### config.mk
export PLATFORM = sky130hd
export DESIGN_NAME = hub75_frame_writer
export DESIGN_NICKNAME = d
export VERILOG_FILES = /design/src/rtl/hub75_frame_writer.sv
export SDC_FILE = /design/constraint.sdc
export NUM_CORES = 1
export LEC_CHECK = 0
export ABC_CLOCK_PERIOD_IN_PS = 5100
export BUFFER_PORTS_ARGS = -buffer_cell sky130_fd_sc_hd__buf_2
export CORE_MARGIN = 5
export CORE_UTILIZATION = 35
export CTS_BUF_LIST = sky130_fd_sc_hd__clkbuf_8
export DETAILED_ROUTE_END_ITERATION = 10
export PLACE_DENSITY = 0.56
export SYNTH_ARGS = -nofsm -noshare
export SYNTH_HDL_FRONTEND = slang
export SYNTH_SLANG_ARGS = --single-unit
### constraint.sdc
create_clock -name clk_in -period 5.1 [get_ports clk_in]
set_clock_uncertainty 0.1 [all_clocks]
set_input_delay 0.51 -clock clk_in [delete_from_list [all_inputs] [get_ports clk_in]]
set_output_delay 0.51 -clock clk_in [all_outputs]
set_load 0.02 [all_outputs]
### src/rtl/hub75_frame_writer.sv
// Writer side of the HUB75 frame RAM: packs a raster RGB byte stream into dual-row 48-bit words.
// Optional HUB75_GAMMA_EN squares each channel ((x*x)>>8) on its way into the RAM.
module hub75_frame_writer #(
  parameter int pixel_depth  = 8,
  parameter int panel_width  = 64,
  parameter int panel_height = 32,
  parameter int addr_width   = 15,
  parameter int num_slots    = 12
) (
  input  logic                     clk_in,
  input  logic                     rst,
  input  logic [pixel_depth-1:0]   in_data,
  input  logic                     in_valid,
  input  logic                     in_sof,
  input  logic [3:0]               in_slot,
  output logic                     in_ready,
  output logic                     wr_en,
  output logic [addr_width-1:0]    wr_addr,
  output logic [6*pixel_depth-1:0] wr_data,
  output logic [5:0]               wr_be,
  output logic                     frame_done,
  output logic [3:0]               done_slot,
  output logic                     sof_err
);

  localparam int COL_W = $clog2(panel_width);
  localparam int ROW_W = $clog2(panel_height);
  localparam int HALF_W = 3*pixel_depth;
  localparam logic [3:0]       SLOT_LIM = 4'(num_slots);
  localparam logic [COL_W-1:0] COL_LAST = COL_W'(panel_width - 1);
  localparam logic [ROW_W-1:0] ROW_LAST = ROW_W'(panel_height - 1);
  localparam logic [ROW_W-1:0] ROW_HALF = ROW_W'(panel_height / 2);

  typedef enum logic {IDLE, RECV} state_t;

  state_t                 state;
  logic [COL_W-1:0]       col;
  logic [ROW_W-1:0]       row;
  logic [1:0]             byte_idx;
  logic [3:0]             slot_q;
  logic [pixel_depth-1:0] r_q, g_q;
  logic                   fin_p1;

  function automatic logic [pixel_depth-1:0] gamma(input logic [pixel_depth-1:0] x);
`ifdef HUB75_GAMMA_EN
    logic [2*pixel_depth-1:0] sq;
    sq = x * x;
    return sq[2*pixel_depth-1:pixel_depth];
`else
    return x;
`endif
  endfunction

  // Upper rows land in the high half, lower rows in the low half of the shared word.
  function automatic logic [6*pixel_depth-1:0] pack(input logic upper,
                                                    input logic [pixel_depth-1:0] r,
                                                    input logic [pixel_depth-1:0] g,
                                                    input logic [pixel_depth-1:0] b);
    logic [HALF_W-1:0] rgb;
    rgb = {gamma(r), gamma(g), gamma(b)};
    return upper ? {rgb, {HALF_W{1'b0}}} : {{HALF_W{1'b0}}, rgb};
  endfunction

  assign in_ready = 1'b1;

  always_ff @(posedge clk_in) begin
    if (rst) begin
      state      <= IDLE;
      col        <= '0;
      row        <= '0;
      byte_idx   <= '0;
      slot_q     <= '0;
      r_q        <= '0;
      g_q        <= '0;
      fin_p1     <= 1'b0;
      wr_en      <= 1'b0;
      wr_addr    <= '0;
      wr_data    <= '0;
      wr_be      <= '0;
      frame_done <= 1'b0;
      done_slot  <= '0;
      sof_err    <= 1'b0;
    end else begin
      wr_en      <= 1'b0;
      frame_done <= 1'b0;
      sof_err    <= 1'b0;

      // Stage p1 -> p2: the last write is out, report completion and fall back to IDLE.
      if (fin_p1) begin
        fin_p1     <= 1'b0;
        frame_done <= 1'b1;
        done_slot  <= slot_q;
        state      <= IDLE;
        row        <= '0;
        col        <= '0;
        byte_idx   <= '0;
      end

      if (in_valid && in_ready) begin
        if (in_sof) begin
          row <= '0;
          col <= '0;
          if (in_slot < SLOT_LIM) begin
            slot_q   <= in_slot;
            r_q      <= in_data;
            byte_idx <= 2'd1;
            state    <= RECV;
            sof_err  <= (state == RECV) && !fin_p1;
          end else begin
            byte_idx <= '0;
            state    <= IDLE;
            sof_err  <= 1'b1;
          end
        end else if (state == RECV && !fin_p1) begin
          // Stage p0 -> p1: B byte completes the pixel and registers the RAM write.
          case (byte_idx)
            2'd0: begin
              r_q      <= in_data;
              byte_idx <= 2'd1;
            end
            2'd1: begin
              g_q      <= in_data;
              byte_idx <= 2'd2;
            end
            default: begin
              byte_idx <= '0;
              wr_en    <= 1'b1;
              wr_addr  <= {slot_q, 1'b0, row[ROW_W-2:0], col};
              wr_data  <= pack(row < ROW_HALF, r_q, g_q, in_data);
              wr_be    <= (row < ROW_HALF) ? 6'b111000 : 6'b000111;
              if (col == COL_LAST) begin
                col <= '0;
                if (row == ROW_LAST) fin_p1 <= 1'b1;
                else                 row    <= row + 1'b1;
              end else begin
                col <= col + 1'b1;
              end
            end
          endcase
        end
      end
    end
  end

endmodule

# Yosys cells after proc, flatten, opt, wreduce, memory -nomap -nowiden
# Cells that the tools add are included.
# totals
rom_bits	0
out_inout_bits	77
register_bits	110
in_bits	16
wordCells	74
n_memories	0
latchBits	0
ramBits	0
# op_classes
n_bitwise	5
order_cmp	2
n_eq_ne	4
reduce_logical	13
add_sub_neg	2
shift	0
n_mux	33
multipliers	0
div_mod_pow	0
# op_table
operator	n
48-bit two-way mux	1
6-bit two-way mux	7
5-bit two-way mux	7
8-bit two-way mux	4
4-bit AND reduction	3
1-bit two-way mux	9
2-bit two-way mux	4
7-bit OR reduction	1
6-bit by 1-bit adder with 6-bit output (second input constant)	1
6-bit equality test (second input constant)	1
5-bit by 1-bit adder with 5-bit output (second input constant)	1
5-bit equality test (second input constant)	1
5-bit < comparator (second input constant)	1
1-bit NOT	5
4-bit < comparator (second input constant)	1
2-bit one-hot mux with 2 select lines	1
2-bit nonzero test	2
4-bit OR reduction	1
3-bit AND reduction	1
3-bit OR reduction	1
2-bit by 1-bit equality test with 1-bit output (second input constant)	1
2-bit logical NOT	1
2-bit by 1-bit inequality test with 1-bit output (second input constant)	1
2-bit OR reduction	1
other kinds (2)	2

# Longest topological paths before layout
# Gate-level depths: netlist (run 1).
# logic_depth
word_depth	7
mapped_depth	7
ltp_nobuf	7

# Worst setup path before layout (run 1)
# Ideal clock, no wire load.
# synth_timing
path_kind	register -> register
start	register row[0]
end	register row[3]
arrival_ns	1.770
path_buffers	0
setup_ns	0.117
period_less_slack_ns	1.987
stages_incl_launch_ff	8
required_ns	4.883
setup_slack_ns	3.113
cell_sequence	dfxtp_1 ha_1 and3_1 ha_1 nor4bb_1 a41oi_1 and2_1 a22o_1
# synth_via
elab_chain_cells	7
word_cells_on_any_way	8
classes_between	add/sub (1); eq/ne (1); mux (6)
# synth_rtl
item	line_no	rtl
start: declaration	38	logic [ROW_W-1:0] row;
start signal: assignment	134	else row <= row + 1'b1;
5-bit by 1-bit adder with 5-bit output or 5-bit equality test (tied branches)	134, 133	
5-bit two-way mux *	133	if (row == ROW_LAST) fin_p1 <= 1'b1;
5-bit two-way mux *	131	if (col == COL_LAST) begin
5-bit two-way mux *	116	case (byte_idx)
5-bit two-way mux *	114	end else if (state == RECV && !fin_p1) begin
5-bit two-way mux *	100	if (in_sof) begin
5-bit two-way mux *	99	if (in_valid && in_ready) begin
# Mark *: on every way between the ends. The rest lies on a longest branch, timed or not.
# A chain may end at the register's enable or synchronous reset.

# Worst setup path after layout (run 1)
# layout_timing
start	register fin_p1
end	register wr_data[13]
# layout_via
elab_chain_cells	3
# layout_rtl
item	line_no	rtl
start: declaration	42	logic fin_p1;
start signal: assignment	75	fin_p1 <= 1'b0;
start signal: assignment	90	fin_p1 <= 1'b0;
start signal: assignment	133	
1-bit logical NOT	114	
1-bit logical AND	114	
4-bit AND reduction (no source line)	n/a	
end signal: assignment	129	wr_data <= pack(row < ROW_HALF, r_q, g_q, in_data);
end: declaration	19	output logic [6*pixel_depth-1:0] wr_data,
# No other way between the ends.

==> results of run 1 <==
report_power, final:
group	leakage, nW	internal, mW	switching, mW	total, mW
Clock	0.104	0.242	0.283	0.525
Combinational	0.993	0.0167	0.0350	0.0517
Sequential	0.856	0.833	0.00526	0.839
placed cells by master, fill, tap and decap left out, types with 2 or more instances in the layout:
cell type / n
and2_1: 4
mux2i_1: 22
a21oi_1: 72
nand3_1: 29
nand2_1: 86
nand2b_1: 22
inv_6: 2
a21o_1: 3
ha_1: 3
a22o_1: 3
dfxtp_1: 105
and3_1: 2
o21a_1: 3
buf_2: 89
clkbuf_8: 10
nand3b_1: 26
buf_4: 3
nor3_1: 4
nor2_1: 26
conb_1: 2
inv_1: 3
a211oi_1: 2
metrics by stage:
stage / power (mW) / std cells / instance area (um^2)
after floorplan: 0.893 / 480 / 4160
after global placement: 0.909 / 672 / 4620
after detailed placement: 0.910 / 672 / 4620
after CTS: 1.44 / 688 / 4820
after global routing: 1.47 / 688 / 4820
final: 1.42 / 688 / 4820
sequential cells by signal (all words and copies together) (netlist names):
register    cells
byte_idx        2
wr_en           1
col             6
wr_be           2
g_q             8
wr_data        48
frame_done      1
state           1
row             5
wr_addr        14
done_slot       4
slot_q          4
fin_p1          1
sof_err         1
r_q             8
logic make-up (layout without fill, tap and decap cells):
group / count (synthesis) / count (layout)
flops: 106 / 106
fa+ha+maj: 3 / 3
buf+inv: 45 / 110
compound gates: 92 / 92
simple gates: 209 / 209
xor+xnor: 1 / 1
other cells: 2 / 2
mux: 22 / 22
worst max path at each step:
stage	startpoint	endpoint	depth (start not counted)
after floorplan	row[0]	row[3]	7
after global placement	in_valid	wr_data[9]	6
after detailed placement	in_valid	wr_data[8]	6
after CTS	fin_p1	wr_data[13]	4
after global routing	fin_p1	wr_data[15]	4
final	fin_p1	wr_data[13]	4
cells in the mapped netlist, types with 2 or more instances:
master and n:
o21a_1 3, buf_1 5, or3_1 2, nand2_1 86, and2_1 4, ha_1 3, conb_1 2, nor2_1 26
buf_4 7, nand3b_1 26, a22o_1 3, nor3_1 4, a21oi_1 72, nand3_1 29, a21o_1 3, mux2i_1 22
nand2b_1 22, dfxtp_1 106, and3_1 2, nor3_2 2, buf_2 6, a211oi_1 2, inv_1 2, clkbuf_1 24
layout make-up:
type	count	area share [%]
clock buffers	10	2.86
inverters	2	0.156
flip-flops and latches	106	44.1
repair buffers	92	9.71
clock inverters	6	1.32
multi-input cells	329	38.2
well taps	143	3.71
routing by layer:
layer / vias to the layer above / part of all wire, % / GRT usage (%)
met2: 68 / 47 / 22.6
li1: 1732 / - / -
met1: 1608 / 47 / 18.5
met4: 0 / 1.4 / 6.01
met5: - / 0 / 0
met3: 11 / 4.6 / 2.70
worst max-delay path: cells and delay by family (launching register included):
kind	cells	cell delay [ns]
compound gates	1	0.18
buf+inv	1	0.50
flops	1	0.54
simple gates	2	1.19
==> out/metrics.cfg, run 1 <==
[run_status]
status=finished, final reports clean

[finish]
nets=559
register_area_um2=2120
multi_input_area_um2=1840
fill_cells=1209
syn2layout_area_growth_pct=15.7
final_core_util_pct=41.8
post_route_cells_drive_above_1_share_pct=20.6
antennaDiodeCount=0

[routing]
wl_um=9930
dr_total_vias=3419
firstDrtPassIters=4
drtIter0Drc=249
drc_errors=0
avgRoutedWirePerCell_um=14.4
viasPerCell=4.97
ant_nets=0

[synth]
yosys.area_share.simple_pct=24.9
yosysSeqAreaShare_pct=51.0
synth_top_family_by_area=simple AND/OR/NAND/NOR gates
synthArstFlopShare_pct=0
synthFlopType=dfxtp_1
synth-edff-count=0
avgSynthCellArea_um2=8.67
yosys.area.top_type=dfxtp_1
syn_area_um2=4160
netlist.area_leader.share_pct=51.0
synth.distinct_cells=41
synthCells=480
synth.area.top_cells=dfxtp_1 51%, a21oi_1 8.7%, nand2_1 7.8%
synthMuxAreaShare_pct=5.29
synth_adder_area_share_pct=0.901
synthesis.nets=499
synth_xor_area_share_pct=0.210
synth-compound-area-share_pct=12.5
ys_ff_latch=106
yosys_warnings=0

[clock_tree]
clk_path_buf_depth=2
cts_buffers=9
post_cts_buffers=0
clk_latency_ns=0.36
cts_root_buf=clkbuf_8
h-tree-depth=3
clock-sinks=106
cts_hold_buf=0
cts-resized-gates=0
cts_tree=yes
path_clk_slew_ns=0.10

[worst_setup_path]
arrival_ns=2.81
r2r-end=wr_data[13]
max_stage_delay_ns=1.05
start_kind=flop
r2r_setup_slack_ns=2.48
reg2regPathDepth=4
slowest_stage=nor3_4
crit_type=reg2reg
path_cells=nor3_4, buf_4, nand3_1, a21oi_1
reg2reg_from=fin_p1
critPathMaxFanout=36
required_ns=5.29
crit_path_end_kind=flop

[timing]
drv_slew=0
rsz0062_at_grt=no
period_minus_slack_ns=2.62
worst_pin_slew_ns=1.20
fin_ws_ns=2.48
hold_violations=0
fmax_ghz=0.381
fin_crit_sh_pct=51.5
whs_ns=0.288
relSlewSlack_pct=19.8
final-setup-viol-count=0
finalSetupTns_ns=0

[power_and_ir_drop]
p_leak_nw=1.95
ir_worst_vdd_mv=0.116
p_per_area_nw_per_um2=294

[floorplanning]
die_y_um=119
die-area_um2=14200
initial_core_util_pct=36.2
rows=39
io_pins=93
core_area_um2=11500
die_x_um=119

[placed_design]
dp_hpwl_um=6430
port_buffers=90
gp_congestion=0.750
place_ws_ns=2.19

[hold_path]
hold_class=in2reg
worstHoldEndpoint=slot_q[1]
hold_depth=3
hp-start=in_slot[1]

[global_routing]
grtUsageTotal_pct=14.1
overflow=0
antenna_found_initial=0
grt_pass1_vias=3400
grt_pass1_wl_um=16700
grt_max_degree=114

[flow_run]
max_cap_violations=0

(Power assumes the default switching activity.)
==> inputs of run 2 (changes only) <==
Settings changed: ABC_CLOCK_PERIOD_IN_PS 5100 to 2400, PLACE_DENSITY 0.56 to 0.58.
Clock period 5.1 ns to 2.4 ns, I/O delays scaled along.
==> run 2 against run 1 <==
Compared with the run above: via count grew 1.8%; critical path depth grew 3; wire length grew 2.9%; clock-buffer cell count grew 1; final area grew 1.6%; sequential cell count is the same; non-clock buffer count grew 7; clock power grew 110%; setup slack lost 2.3 ns; critical endpoint is now row[1].
==> out/metrics.cfg, run 2 (same netlist as run 1, synthesis figures left out) <==
[timing]
fmax_ghz=0.459
rsz0062_at_grt=no
whs_ns=0.0645
final-setup-viol-count=0
period_minus_slack_ns=2.18
hold_violations=0
finalSetupTns_ns=0
fin_crit_sh_pct=90.9
drv_slew=0
worst_pin_slew_ns=0.554
relSlewSlack_pct=63.1

[power_and_ir_drop]
p_leak_nw=1.99
ir_worst_vdd_mv=0.251
p_per_area_nw_per_um2=609
finalPower_mw=2.98

[finish]
top_regs=wr_data (48), wr_addr (14)
layout_commonest_cell=dfxtp_1
post_route_cells_drive_above_1_share_pct=21.4
final_cell_mix=105 x dfxtp_1, 89 x buf_2, 86 x nand2_1
syn2layout_area_growth_pct=17.6
stdcell_area_um2=4900
antennaDiodeCount=0
top_register=wr_data
final_core_util_pct=42.5
nets=566
largest_reg_flops=48

[worst_setup_path]
max_stage_delay_ns=0.36
critPathMostFrequentCell=ha_1
slowest_stage=dfxtp_1
r2r-end=row[1]
path_cells=ha_1, and3_1, ha_1, nor4bb_1, a41oi_1, and2_1, a22o_1
crit_path_end_kind=flop
reg2regPathDepth=7
required_ns=2.57
reg2reg_from=row[0]
arrival_ns=2.36
start_kind=flop
crit_type=reg2reg
r2r_setup_slack_ns=0.22
critPathMaxFanout=5

[routing]
drtIter0Drc=236
wl_met3_um=450
top_layer_used=met4
route.met2.wl_um=4680
wl_um=10200
firstDrtPassIters=4
met1_length_um=4810
dr_total_vias=3481
drc_errors=0
avgRoutedWirePerCell_um=14.7
viasPerCell=5.01
ant_nets=0

[floorplanning]
die_x_um=119
initial_core_util_pct=36.2
core_area_um2=11500
io_pins=93
die_y_um=119
die-area_um2=14200
rows=39

[hold_path]
hold_class=in2reg
hp-start=in_data[0]
hold_depth=3
worstHoldEndpoint=wr_data[0]

[clock_tree]
path_clk_slew_ns=0.11
cts-resized-gates=0
cts_root_buf=clkbuf_8
post_cts_buffers=0
clk_latency_ns=0.38
clock-sinks=106
cts_hold_buf=2
cts_buffers=9
cts_tree=yes
h-tree-depth=3
clk_path_buf_depth=2

[global_routing]
grtUsageTotal_pct=14.5
grt_pass1_wl_um=16900
grt_pass1_vias=3423
antenna_found_initial=0
grt_max_degree=53
overflow=0

[flow_run]
max_cap_violations=0

[placed_design]
dp_hpwl_um=6820
gp_congestion=0.777
port_buffers=90
postPlaceCellArea_um2=4680

[run_status]
status=finished, final reports clean

## run 2: changes by cell type in the layout (fill, tap and decap cells not counted)
cell / delta
clkinv_2: -1
inv_1: -1
dlygate4sd3_1: +2
clkbuf_8: +1
inv_8: +1
buf_12: +2
bufinv_16: -1
buf_4: +3
clkinv_4: +1
## run 2: metrics by stage
stage	instances	worst slack [ns]
final	695	0.219
after global routing	695	0.0481
after CTS	695	0.210
after detailed placement	677	0.228
after global placement	677	0.345
after floorplan	480	0.413
## run 2: worst max path at each step
stage	start	end	slack, ns	cells after the start
2_1_floorplan	row[0]	row[3]	0.41	7
4_1_cts	row[0]	row[1]	0.21	7
3_5_place_dp	row[0]	row[1]	0.23	7
3_3_place_gp	row[0]	row[4]	0.34	7
5_1_grt	row[0]	row[1]	0.05	7
6_report	row[0]	row[1]	0.22	7
## run 2: layer usage
metal / global-route usage (%) / up-vias
li1: - / 1752
met1: 18.8 / 1623
met2: 23.1 / 87
met3: 3.18 / 19
met4: 6.88 / 0
met5: 0 / -
## run 2: layout make-up
class,instances,area (um^2)
Fill cell,1146,6620
Sequential cell,106,2120
Multi-Input combinational cell,329,1840
Timing Repair Buffer,99,551
Tap cell,143,179
Clock buffer,11,151
Clock inverter,5,45.0
Inverter,2,7.51
## run 2: worst max-delay path: cells and delay by family (launching register included)
kind	cells	cell delay [ns]
adder cells (fa/ha/maj)	2	0.42
AND/OR/NAND/NOR	3	0.78
flip-flops	1	0.36
AO/OA/AOI/OAI	2	0.42
## run 2: report_power, final
group	switching, mW	total [mW]	leakage [nW]	internal, mW
registers	0.0112	1.78	0.856	1.77
clock network	0.633	1.08	0.0985	0.451
logic	0.0760	0.116	1.04	0.0397
total	0.721	2.98	1.99	2.26
==> inputs of run 3 (changes only) <==
Settings changed: CORE_UTILIZATION 35 to 43, PLACE_DENSITY 0.58 to 0.68.
==> run 3 against run 2 <==
Compared with the run above: sequential cell count stayed put; power increased by 4.7%; non-clock buffer count rose by 1; worst hold slack gained 0.0091 ns; sequential share of layout area fell by 0.14 points; largest cell class unchanged; largest power group unchanged.
==> out/metrics.cfg, run 3 (same netlist as run 1, synthesis figures left out) <==
[power_and_ir_drop]
ir_worst_vdd_mv=0.285
p_int_mw=2.45
power_frac_seq_pct=57.1
power.switching_uw=672
switching_share_pct=21.5
p_leak_nw=2.00
p_clk_share_pct=39.2
combPwrFrac_pct=3.7
p_per_area_nw_per_um2=636

[clock_tree]
cts_tree=yes
h-tree-depth=3
path_clk_slew_ns=0.10
cts_root_buf=clkbuf_8
clock-sinks=106
clk_path_buf_depth=2
cts_buffers=9
clk_latency_ns=0.36
post_cts_buffers=0

[timing]
worst_pin_slew_ns=0.526
fmax_ghz=0.462
finalSetupTns_ns=0
rsz0062_at_grt=no
drv_slew=0
final-setup-viol-count=0
hold_violations=0
period_minus_slack_ns=2.17
fin_crit_sh_pct=90.2
relSlewSlack_pct=64.9

[placed_design]
dpl.cell_count=668
dp_hpwl_um=6550
gp_congestion=0.811
port_buffers=90

[floorplanning]
initial_core_util_pct=43.4
io_pins=93
die-area_um2=11800
core_area_um2=9590
die_y_um=108
die_x_um=108
rows=36

[hold_path]
worstHoldEndpoint=wr_data[2]
hold_class=in2reg
hp-start=in_data[2]
hold_depth=3

[finish]
top_register=wr_data
largest_reg_flops=48
top_regs=wr_data (48), wr_addr (14)
final_cell_mix=106 x dfxtp_1, 89 x buf_2, 86 x nand2_1
syn2layout_area_growth_pct=17.9
fin_cells=685
antennaDiodeCount=0
post_route_cells_drive_above_1_share_pct=21.2
nets=567
layout_commonest_cell=dfxtp_1

[routing]
drtIter0Drc=168
dr_total_vias=3453
drc_errors=0
ant_nets=0
wl_um=9740
firstDrtPassIters=6
viasPerCell=5.04
avgRoutedWirePerCell_um=14.2

[worst_setup_path]
required_ns=2.56
arrival_ns=2.32
reg2regPathDepth=7
r2r-end=row[3]
crit_type=reg2reg
crit_path_end_kind=flop
critPathMaxFanout=5
start_kind=flop
r2r_setup_slack_ns=0.23
reg2reg_from=row[0]

[global_routing]
antenna_found_initial=0
grt_max_degree=76
grt_pass1_wl_um=15700
grtUsageTotal_pct=16.7
overflow=0
grt_pass1_vias=3209

[flow_run]
max_cap_violations=0

[run_status]
status=finished, final reports clean

[run 3: power groups by stage]
| stage | clock network, mW | registers [mW] | logic [mW] |
|---|---|---|---|
| floorplan | 0 | 1.82 | 0.0764 |
| global placement | 0 | 1.82 | 0.111 |
| detailed placement | 0 | 1.82 | 0.113 |
| CTS | 1.26 | 1.78 | 0.116 |
| global route | 1.33 | 1.78 | 0.126 |
| finish | 1.22 | 1.78 | 0.116 |
[run 3: metal layers]
layer / global-route usage [%] / up-vias / wire, um
met5: 0 / - / 0
met4: 5.14 / 0 / 116
met3: 3.88 / 6 / 487
met2: 26.4 / 81 / 4480
met1: 22.6 / 1616 / 4650
li1: - / 1750 / -
[run 3: repair_timing]
item / in CTS / in global routing
resized for setup: 0 / 1
hold buffers: 2 / 0
endpoints found under the setup margin: 0 / 1
endpoints found under the hold margin: 2 / 0
[run 3: cell type report]
class / instances / area [um^2]
Fill cell: 913 / 4690
Sequential cell: 106 / 2120
Multi-Input combinational cell: 329 / 1840
Timing Repair Buffer: 100 / 546
Tap cell: 133 / 166
Clock buffer: 11 / 151
Clock inverter: 4 / 75.1
Inverter: 2 / 7.51
[run 3: worst max path at each step]
stage | end | startpoint | cells past startpoint | slack, ns
2_1_floorplan | row[3] | row[0] | 7 | 0.41
3_3_place_gp | row[4] | row[0] | 7 | 0.32
3_5_place_dp | row[3] | row[0] | 7 | 0.26
4_1_cts | row[3] | row[0] | 7 | 0.24
5_1_grt | row[4] | row[0] | 7 | 0.06
6_report | row[3] | row[0] | 7 | 0.23
[run 3: critical path, stage by stage, from the launching register on]
cell and delay (ns):
dfxtp_1 0.36, ha_1 0.23, and3_1 0.20, ha_1 0.20, nor4bb_1 0.35, a41oi_1 0.17
and2_1 0.23, a22o_1 0.24
[run 3: stage by stage]
stage / setup slack, ns / hold WS [ns] / total power [mW] / instance area, um^2 / utilization, %
2_1_floorplan: 0.413 / 0.284 / 1.90 / 4160 / -
3_3_place_gp: 0.322 / 0.338 / 1.93 / 4660 / 48.6
3_5_place_dp: 0.259 / 0.342 / 1.94 / 4660 / 48.6
4_1_cts: 0.242 / 0.0571 / 3.16 / 4910 / 51.1
5_1_grt: 0.0642 / 0.0654 / 3.24 / 4910 / 51.2
6_report: 0.234 / 0.0736 / 3.12 / 4910 / 51.2
